**src/rtl/bus_master_if_if.sv**
```systemverilog
// Bus-side signal bundle between the CPU bus master and the interconnect.
// Ports: master drives addr/data/we/select, slave returns read data and ack.
interface bus_master_if_if #(
    parameter int ADDR_W = 32,
    parameter int DATA_W = 32,
    parameter int SEL_W  = 16
);
    logic [ADDR_W-1:0] m_addr_o;
    logic [DATA_W-1:0] m_data_o;
    logic              m_we_o;
    logic [SEL_W-1:0]  m_select_o;
    logic [DATA_W-1:0] m_data_i;
    logic              m_ack_i;

    modport master (
        output m_addr_o,
        output m_data_o,
        output m_we_o,
        output m_select_o,
        input  m_data_i,
        input  m_ack_i
    );

    modport slave (
        input  m_addr_o,
        input  m_data_o,
        input  m_we_o,
        input  m_select_o,
        output m_data_i,
        output m_ack_i
    );
endinterface

```
**src/rtl/bus_master_if.sv**
```systemverilog
// CPU-side single-word bus master: decodes region to one-hot select,
// drives registered bus cycle, stalls pipeline until ack/timeout/flush.
// Ports: clk, rst (sync, active-high); cpu_* request/response;
// stall_i/flush_i from pipeline control; m = bus master modport.
module bus_master_if #(
    parameter int ADDR_W  = 32,
    parameter int DATA_W  = 32,
    parameter int SEL_W   = 16,
    parameter int TIMEOUT = 255
) (
    input  logic              clk,
    input  logic              rst,
    input  logic              cpu_ce_i,
    input  logic              cpu_we_i,
    input  logic [ADDR_W-1:0] cpu_addr_i,
    input  logic [DATA_W-1:0] cpu_data_i,
    output logic [DATA_W-1:0] cpu_data_o,
    output logic              stallreq_o,
    output logic              err_o,
    input  logic              stall_i,
    input  logic              flush_i,
    bus_master_if_if.master   m
);
    localparam logic [1:0] IDLE       = 2'd0;
    localparam logic [1:0] BUSY       = 2'd1;
    localparam logic [1:0] WAIT_STALL = 2'd2;

    localparam logic [7:0] TO_LAST = 8'(TIMEOUT - 1);

    logic [1:0]        state_q, state_d;
    logic [ADDR_W-1:0] addr_q, addr_d;
    logic [DATA_W-1:0] data_q, data_d;
    logic              we_q, we_d;
    logic [SEL_W-1:0]  sel_q, sel_d;
    logic [DATA_W-1:0] rbuf_q, rbuf_d;
    logic [7:0]        cnt_q, cnt_d;

    logic [3:0]        region;
    logic              legal;
    logic [SEL_W-1:0]  dec_sel;
    logic              to_hit;

    assign region = cpu_addr_i[ADDR_W-1 -: 4];
    assign legal  = ~region[3];
    assign to_hit = ~m.m_ack_i & (cnt_q == TO_LAST);

    always_comb begin
        dec_sel = '0;
        dec_sel[region[2:0]] = 1'b1;
    end

    always_comb begin
        state_d    = state_q;
        addr_d     = addr_q;
        data_d     = data_q;
        we_d       = we_q;
        sel_d      = sel_q;
        rbuf_d     = rbuf_q;
        cnt_d      = cnt_q;
        stallreq_o = 1'b0;
        err_o      = 1'b0;
        cpu_data_o = '0;
        unique case (state_q)
            IDLE: begin
                if (cpu_ce_i && !flush_i) begin
                    if (legal) begin
                        stallreq_o = 1'b1;
                        addr_d     = cpu_addr_i;
                        data_d     = cpu_data_i;
                        we_d       = cpu_we_i;
                        sel_d      = dec_sel;
                        cnt_d      = '0;
                        state_d    = BUSY;
                    end else begin
                        err_o = 1'b1;
                    end
                end
            end
            BUSY: begin
                if (flush_i) begin
                    addr_d  = '0;
                    data_d  = '0;
                    we_d    = 1'b0;
                    sel_d   = '0;
                    state_d = IDLE;
                end else if (m.m_ack_i || to_hit) begin
                    // Timeout completes like an ack carrying zero data.
                    err_o = to_hit;
                    if (m.m_ack_i && !we_q) cpu_data_o = m.m_data_i;
                    rbuf_d  = m.m_ack_i ? m.m_data_i : '0;
                    addr_d  = '0;
                    data_d  = '0;
                    we_d    = 1'b0;
                    sel_d   = '0;
                    state_d = stall_i ? WAIT_STALL : IDLE;
                end else begin
                    stallreq_o = 1'b1;
                    if (cnt_q != 8'hFF) cnt_d = cnt_q + 8'd1;
                end
            end
            WAIT_STALL: begin
                cpu_data_o = rbuf_q;
                if (!stall_i || flush_i) state_d = IDLE;
            end
            default: begin
                addr_d  = '0;
                data_d  = '0;
                we_d    = 1'b0;
                sel_d   = '0;
                state_d = IDLE;
            end
        endcase
    end

    always_ff @(posedge clk) begin
        if (rst) begin
            state_q <= IDLE;
            addr_q  <= '0;
            data_q  <= '0;
            we_q    <= 1'b0;
            sel_q   <= '0;
            rbuf_q  <= '0;
            cnt_q   <= '0;
        end else begin
            state_q <= state_d;
            addr_q  <= addr_d;
            data_q  <= data_d;
            we_q    <= we_d;
            sel_q   <= sel_d;
            rbuf_q  <= rbuf_d;
            cnt_q   <= cnt_d;
        end
    end

    assign m.m_addr_o   = addr_q;
    assign m.m_data_o   = data_q;
    assign m.m_we_o     = we_q;
    assign m.m_select_o = sel_q;
endmodule

```
**src/flat_wrapper.sv**
```systemverilog
// flat-port wrapper written by rule: the top's interface ports become plain ports
module bus_master_if_flat 
#(
    parameter int ADDR_W  = 32,
    parameter int DATA_W  = 32,
    parameter int SEL_W   = 16,
    parameter int TIMEOUT = 255
)
  (clk, rst, cpu_ce_i, cpu_we_i, cpu_addr_i, cpu_data_i, cpu_data_o, stallreq_o, err_o, stall_i, flush_i, m_m_addr_o, m_m_data_o, m_m_we_o, m_m_select_o, m_m_data_i, m_m_ack_i);
  bus_master_if_if #(.ADDR_W(ADDR_W), .DATA_W(DATA_W), .SEL_W(SEL_W)) m_i ();
  input  logic clk;
  input  logic rst;
  input  logic cpu_ce_i;
  input  logic cpu_we_i;
  input  logic [ADDR_W-1:0] cpu_addr_i;
  input  logic [DATA_W-1:0] cpu_data_i;
  output logic [DATA_W-1:0] cpu_data_o;
  output logic stallreq_o;
  output logic err_o;
  input  logic stall_i;
  input  logic flush_i;
  output wire logic [$bits(m_i.m_addr_o)-1:0] m_m_addr_o;
  output wire logic [$bits(m_i.m_data_o)-1:0] m_m_data_o;
  output wire logic [$bits(m_i.m_we_o)-1:0] m_m_we_o;
  output wire logic [$bits(m_i.m_select_o)-1:0] m_m_select_o;
  input wire logic [$bits(m_i.m_data_i)-1:0] m_m_data_i;
  input wire logic [$bits(m_i.m_ack_i)-1:0] m_m_ack_i;
  assign m_m_addr_o = m_i.m_addr_o;
  assign m_m_data_o = m_i.m_data_o;
  assign m_m_we_o = m_i.m_we_o;
  assign m_m_select_o = m_i.m_select_o;
  assign m_i.m_data_i = m_m_data_i;
  assign m_i.m_ack_i = m_m_ack_i;
  bus_master_if #(.ADDR_W(ADDR_W), .DATA_W(DATA_W), .SEL_W(SEL_W), .TIMEOUT(TIMEOUT)) u_core (.clk(clk), .rst(rst), .cpu_ce_i(cpu_ce_i), .cpu_we_i(cpu_we_i), .cpu_addr_i(cpu_addr_i), .cpu_data_i(cpu_data_i), .cpu_data_o(cpu_data_o), .stallreq_o(stallreq_o), .err_o(err_o), .stall_i(stall_i), .flush_i(flush_i), .m(m_i));
endmodule
```
**config.mk**
```make
export PLATFORM = sky130hd
export DESIGN_NAME = bus_master_if_flat
export DESIGN_NICKNAME = d
export VERILOG_FILES = /design/src/rtl/bus_master_if_if.sv /design/src/rtl/bus_master_if.sv /design/src/flat_wrapper.sv
export SDC_FILE = /design/constraint.sdc
export NUM_CORES = 1
export LEC_CHECK = 0
export CAP_MARGIN = 10
export CORE_MARGIN = 2
export CORE_UTILIZATION = 43
export CTS_BUF_LIST = sky130_fd_sc_hd__clkbuf_8 sky130_fd_sc_hd__clkbuf_16
export DETAILED_ROUTE_END_ITERATION = 8
export PLACE_DENSITY = 0.78
export SYNTH_ARGS = -nofsm -noshare
export SYNTH_HDL_FRONTEND = slang
export SYNTH_SLANG_ARGS = --single-unit
```
**constraint.sdc**
```tcl
create_clock -name clk -period 2 [get_ports clk]
set_input_delay 0.5 -clock clk [delete_from_list [all_inputs] [get_ports clk]]
set_output_delay 0.5 -clock clk [all_outputs]
set_load 0.05 [all_outputs]
```
==> metrics.csv, run 1 <==
stage,metric,value,unit
yosys,register area share after synthesis,44.71,%
drt,count of TritonRoute iterations in the first routing pass,7,
layout,FF+latch area,2285,µm²
critical_path,worst endpoint data arrival time,2.77,ns
yosys,largest cells by area after synthesis,"sky130_fd_sc_hd__dfxtp_1 (45%), sky130_fd_sc_hd__nand4_1 (8.2%), sky130_fd_sc_hd__o21ai_0 (6.8%)",
die,Core Box Area,11520,µm²
placement,number of port buffers,208,
drt,overall routed net length,20440,µm
yosys,flip-flop cell with the highest count after synthesis,sky130_fd_sc_hd__dfxtp_1,
run,number of violations of the max-capacitance limit,0,
sta,Highest Clock Rate,0.4064,GHz
global_routing,GR Util met2,44.58,%
yosys,Yosys warning total,0,
sta,headroom to the max-slew limit,52.08,%
layout,total number of nets in the final design,919,
critical_path,Worst Path Max Fanout,8,
clock_network,clock tree buffer depth,2,
sta,Layout Skew,0.004973,ns
pwr,power density normalized to cell area,681.2,nW/µm²
yosys,Synth async-reset ratio,0,%
layout,fill count,686,
layout,ratio of cells with drive above 1 in the final layout,33.82,%
critical_path,required time worst endpoint,2.31,ns
yosys,"count leader, synth",sky130_fd_sc_hd__dfxtp_1,
sta,final slew viol count,0,
pwr,"sum of internal, switching and leakage power",6.393,mW
clock_network,number of H-tree levels,4,
sta,count of final hold-check violations,0,
die,initial core utilization,44.33,%
global_routing,global-route wire length before repair,27680,µm
yosys,number of enable-type register cells in the synthesized netlist,0,
global_routing,pin count of the biggest net entering global routing,65,
clock_network,clock insertion delay at the later pin of the skew report,0.40,ns
min_path,classification of the worst-slack hold path,input pin to flip-flop,
drt,DRC violations left,8,
sta,worst setup margin,-0.4608,ns
layout,final core utilization,81.50,%
global_routing,via count of the first global-routing pass,5535,
pwr,leakage power,3.530,nW
yosys,netlist area before placement,5105,µm²
placement,last weighted congestion value of the routability-driven placer,0.8380,
run_status,violations in the final reports,"design-rule violations, negative setup slack",
pwr,Max IR drop VDD,0.0005009,V
global_routing,global-route layer with the greatest usage,met2,
drt,routed via count divided by cell count,6.143,
global_routing,global-route track usage on met3,7.124,%
global_routing,number of antenna violations at the first check in global routing,0,
yosys,"area leader, netlist",sky130_fd_sc_hd__dfxtp_1,
clock_network,CTS Buf Count,17,
sta,number of setup violations in the final report,106,
layout,Antenna Diode Count,0,
critical_path,endpoint class of the critical path,flip-flop,
yosys,area fraction of the dominant cell type after synthesis,44.71,%
drt,routed via count,5928,
critical_path,critical path launch point type,flip-flop,
clock_network,root buffer cell,sky130_fd_sc_hd__clkbuf_16,
yosys,most common library cells after synthesis,"sky130_fd_sc_hd__dfxtp_1 (114), sky130_fd_sc_hd__o21ai_0 (69), sky130_fd_sc_hd__nand4_1 (67)",
sta,setup repair after global routing missed its margin,yes,
placement,half-perimeter wire length of the detailed placement result,11480,µm
clock_network,TritonCTS clock tree,built,
yosys,syn_area_per_cell,8.756,µm²
drt,final antenna-violating net count,0,
global_routing,GR Util met1,31.62,%
global_routing,GRT Resource Usage Total,26.71,%
clock_network,"Clk pin slew, worst setup/hold paths",0.05,ns
global_routing,leftover overflow at the end of global routing,0,
sta,min Tclk post-route,2.461,ns
die,Die Height,113.0,µm
run_status,outcome,"complete, but fails checks",
clock_network,quantity of hold-fixing buffers added after cts,0,
critical_path,crit path kind,flip-flop to flip-flop,
yosys,Gate Count Post-Synth,583,
yosys,count of different cell masters after synthesis,46,
sta,Least-Margin Pin Slew,0.7189,ns
die,Horiz. Die Dim,113.0,µm
layout,area occupied by multi-input gates,3222,µm²
layout,area grow syn2layout,83.85,%
drt,First DRT Iteration DRCs,589,
sta,Final period util,123.0,%
die,I/O pins,218,
yosys,post-synthesis register bit count,114,
die,Die Footprint,12760,µm²
die,Site Rows,39,
clock_network,count of clock tree sinks,114,
drt,wire length per cell after detailed routing,21.18,µm
-- layout make-up --
class | instances | area share, %
multi-input cells | 401 | 34.33
repair buffers | 270 | 33.46
flip-flops and latches | 114 | 24.34
clock buffers | 22 | 5.266
well taps | 143 | 1.906
clock inverters | 8 | 0.4133
inverters | 7 | 0.2800
-- power by group --
part	internal (mW)	switching, mW	leakage (nW)
Combinational	0.504	0.753	2.33
Clock	1.71	1.00	0.277
Sequential	2.36	0.0601	0.926
-- state kept, by name (all words and copies together) (netlist names) --
signal and count:
u_core.cnt_q 8, u_core.m.m_data_o 32, u_core.rbuf_q 32, u_core.m.m_select_o 8
u_core.m.m_we_o 1, u_core.state_q 2, u_core.m.m_addr_o 31
-- placed cells by master, fill, tap and decap left out, types with 5 or more instances in the layout --
| cell | instances |
|---|---|
| sky130_fd_sc_hd__mux2i_1 | 8 |
| sky130_fd_sc_hd__nand3_1 | 9 |
| sky130_fd_sc_hd__clkdlybuf4s50_1 | 99 |
| sky130_fd_sc_hd__buf_6 | 15 |
| sky130_fd_sc_hd__nor2b_4 | 30 |
| sky130_fd_sc_hd__buf_12 | 48 |
| sky130_fd_sc_hd__clkbuf_16 | 23 |
| sky130_fd_sc_hd__inv_1 | 9 |
| sky130_fd_sc_hd__a22o_1 | 32 |
| sky130_fd_sc_hd__buf_4 | 46 |
| sky130_fd_sc_hd__nand4_1 | 67 |
| sky130_fd_sc_hd__o21ai_2 | 40 |
| sky130_fd_sc_hd__nand2_1 | 17 |
| sky130_fd_sc_hd__conb_1 | 9 |
| sky130_fd_sc_hd__dlygate4sd2_1 | 53 |
| sky130_fd_sc_hd__o21ai_1 | 23 |
| sky130_fd_sc_hd__a22oi_2 | 26 |
| sky130_fd_sc_hd__o21ai_4 | 6 |
| sky130_fd_sc_hd__a22oi_1 | 6 |
| sky130_fd_sc_hd__dfxtp_1 | 112 |
| sky130_fd_sc_hd__clkbuf_8 | 5 |
| sky130_fd_sc_hd__a21oi_1 | 61 |
-- worst paths after layout --
check                             from                   end  slack, ns  cells after the start
setup reg to reg     u_core.state_q[1]  u_core.m.m_data_o[9]      -0.46                     13
hold / removal                     rst     u_core.state_q[1]       0.39                      2
hold reg to reg   u_core.m.m_data_o[1]  u_core.m.m_data_o[1]       0.46                      2
setup / recovery     u_core.state_q[1]  u_core.m.m_data_o[9]      -0.46                     13
-- kinds of logic (layout without fill, tap and decap cells) --
kind of cell / after synthesis / count (layout) / synth area share [%]
and+or+nand+nor: 155 / 155 / 17.87
DFF: 114 / 114 / 44.71
AOI/OAI and AO/OA: 224 / 224 / 27.48
other: 1 / 9 / 0.07346
muxes: 8 / 8 / 1.569
buffers and inverters: 76 / 307 / 7.083
adders and majority gates: 5 / 5 / 1.225
-- metrics by stage --
step | TNS, ns | instance area (µm²) | hold WS (ns) | std cells | setup slack [ns]
final | -35.66 | 9385 | 0.3922 | 965 | -0.4608
after global routing | -43.15 | 9385 | 0.3900 | 965 | -0.4971
after CTS | -14.93 | 8637 | 0.3741 | 946 | -0.4603
after detailed placement | -50.77 | 8006 | 0.4649 | 907 | -0.5452
after global placement | -45.35 | 8006 | 0.4515 | 907 | -0.4801
after floorplan | -2.315 | 5378 | 0.4496 | 591 | -0.1230
-- critical path, cell delays in order, from the launching register on --
cell and delay, ns:
sky130_fd_sc_hd__dfxtp_2 0.32, sky130_fd_sc_hd__inv_2 0.07, sky130_fd_sc_hd__ha_4 0.14, sky130_fd_sc_hd__buf_4 0.11, sky130_fd_sc_hd__buf_6 0.08, sky130_fd_sc_hd__or3b_4 0.38, sky130_fd_sc_hd__buf_6 0.12, sky130_fd_sc_hd__buf_6 0.11
sky130_fd_sc_hd__buf_6 0.13, sky130_fd_sc_hd__a21oi_4 0.26, sky130_fd_sc_hd__buf_6 0.17, sky130_fd_sc_hd__clkbuf_16 0.17, sky130_fd_sc_hd__o21ai_2 0.06, sky130_fd_sc_hd__a21oi_1 0.21
-- routing by layer --
| layer | vias up | share of wire [%] |
|---|---|---|
| met5 | - | 0 |
| met4 | 0 | 4.6 |
| met3 | 77 | 7.3 |
| met2 | 314 | 49 |
| met1 | 2890 | 39 |
| li1 | 2647 | - |
-- timing repair --
action                     in CTS  in global routing
gates cloned                    2                  9
resized for setup              67                188
setup buffers                   7                 14
pin swaps                       4                 81
setup endpoints to repair     146                112
Note: power is estimated with default switching activity, not from simulation.
==> inputs of run 2 (changes only) <==
--- a/config.mk
+++ b/config.mk
@@ -10,6 +10,7 @@
 export CORE_UTILIZATION = 43
 export CTS_BUF_LIST = sky130_fd_sc_hd__clkbuf_8 sky130_fd_sc_hd__clkbuf_16
 export DETAILED_ROUTE_END_ITERATION = 8
+export GPL_ROUTABILITY_DRIVEN = 0
 export PLACE_DENSITY = 0.78
 export SYNTH_ARGS = -nofsm -noshare
 export SYNTH_HDL_FRONTEND = slang
==> results of run 2 <==
Final layout, timing and power as in run 1 (identical DEF).
==> inputs of run 3 (changes only) <==
--- a/config.mk
+++ b/config.mk
@@ -5,7 +5,7 @@
 export SDC_FILE = /design/constraint.sdc
 export NUM_CORES = 1
 export LEC_CHECK = 0
-export CAP_MARGIN = 10
+export CAP_MARGIN = 5
 export CORE_MARGIN = 2
 export CORE_UTILIZATION = 43
 export CTS_BUF_LIST = sky130_fd_sc_hd__clkbuf_8 sky130_fd_sc_hd__clkbuf_16
==> results of run 3 <==
Final layout, timing and power as in run 1 (identical DEF).
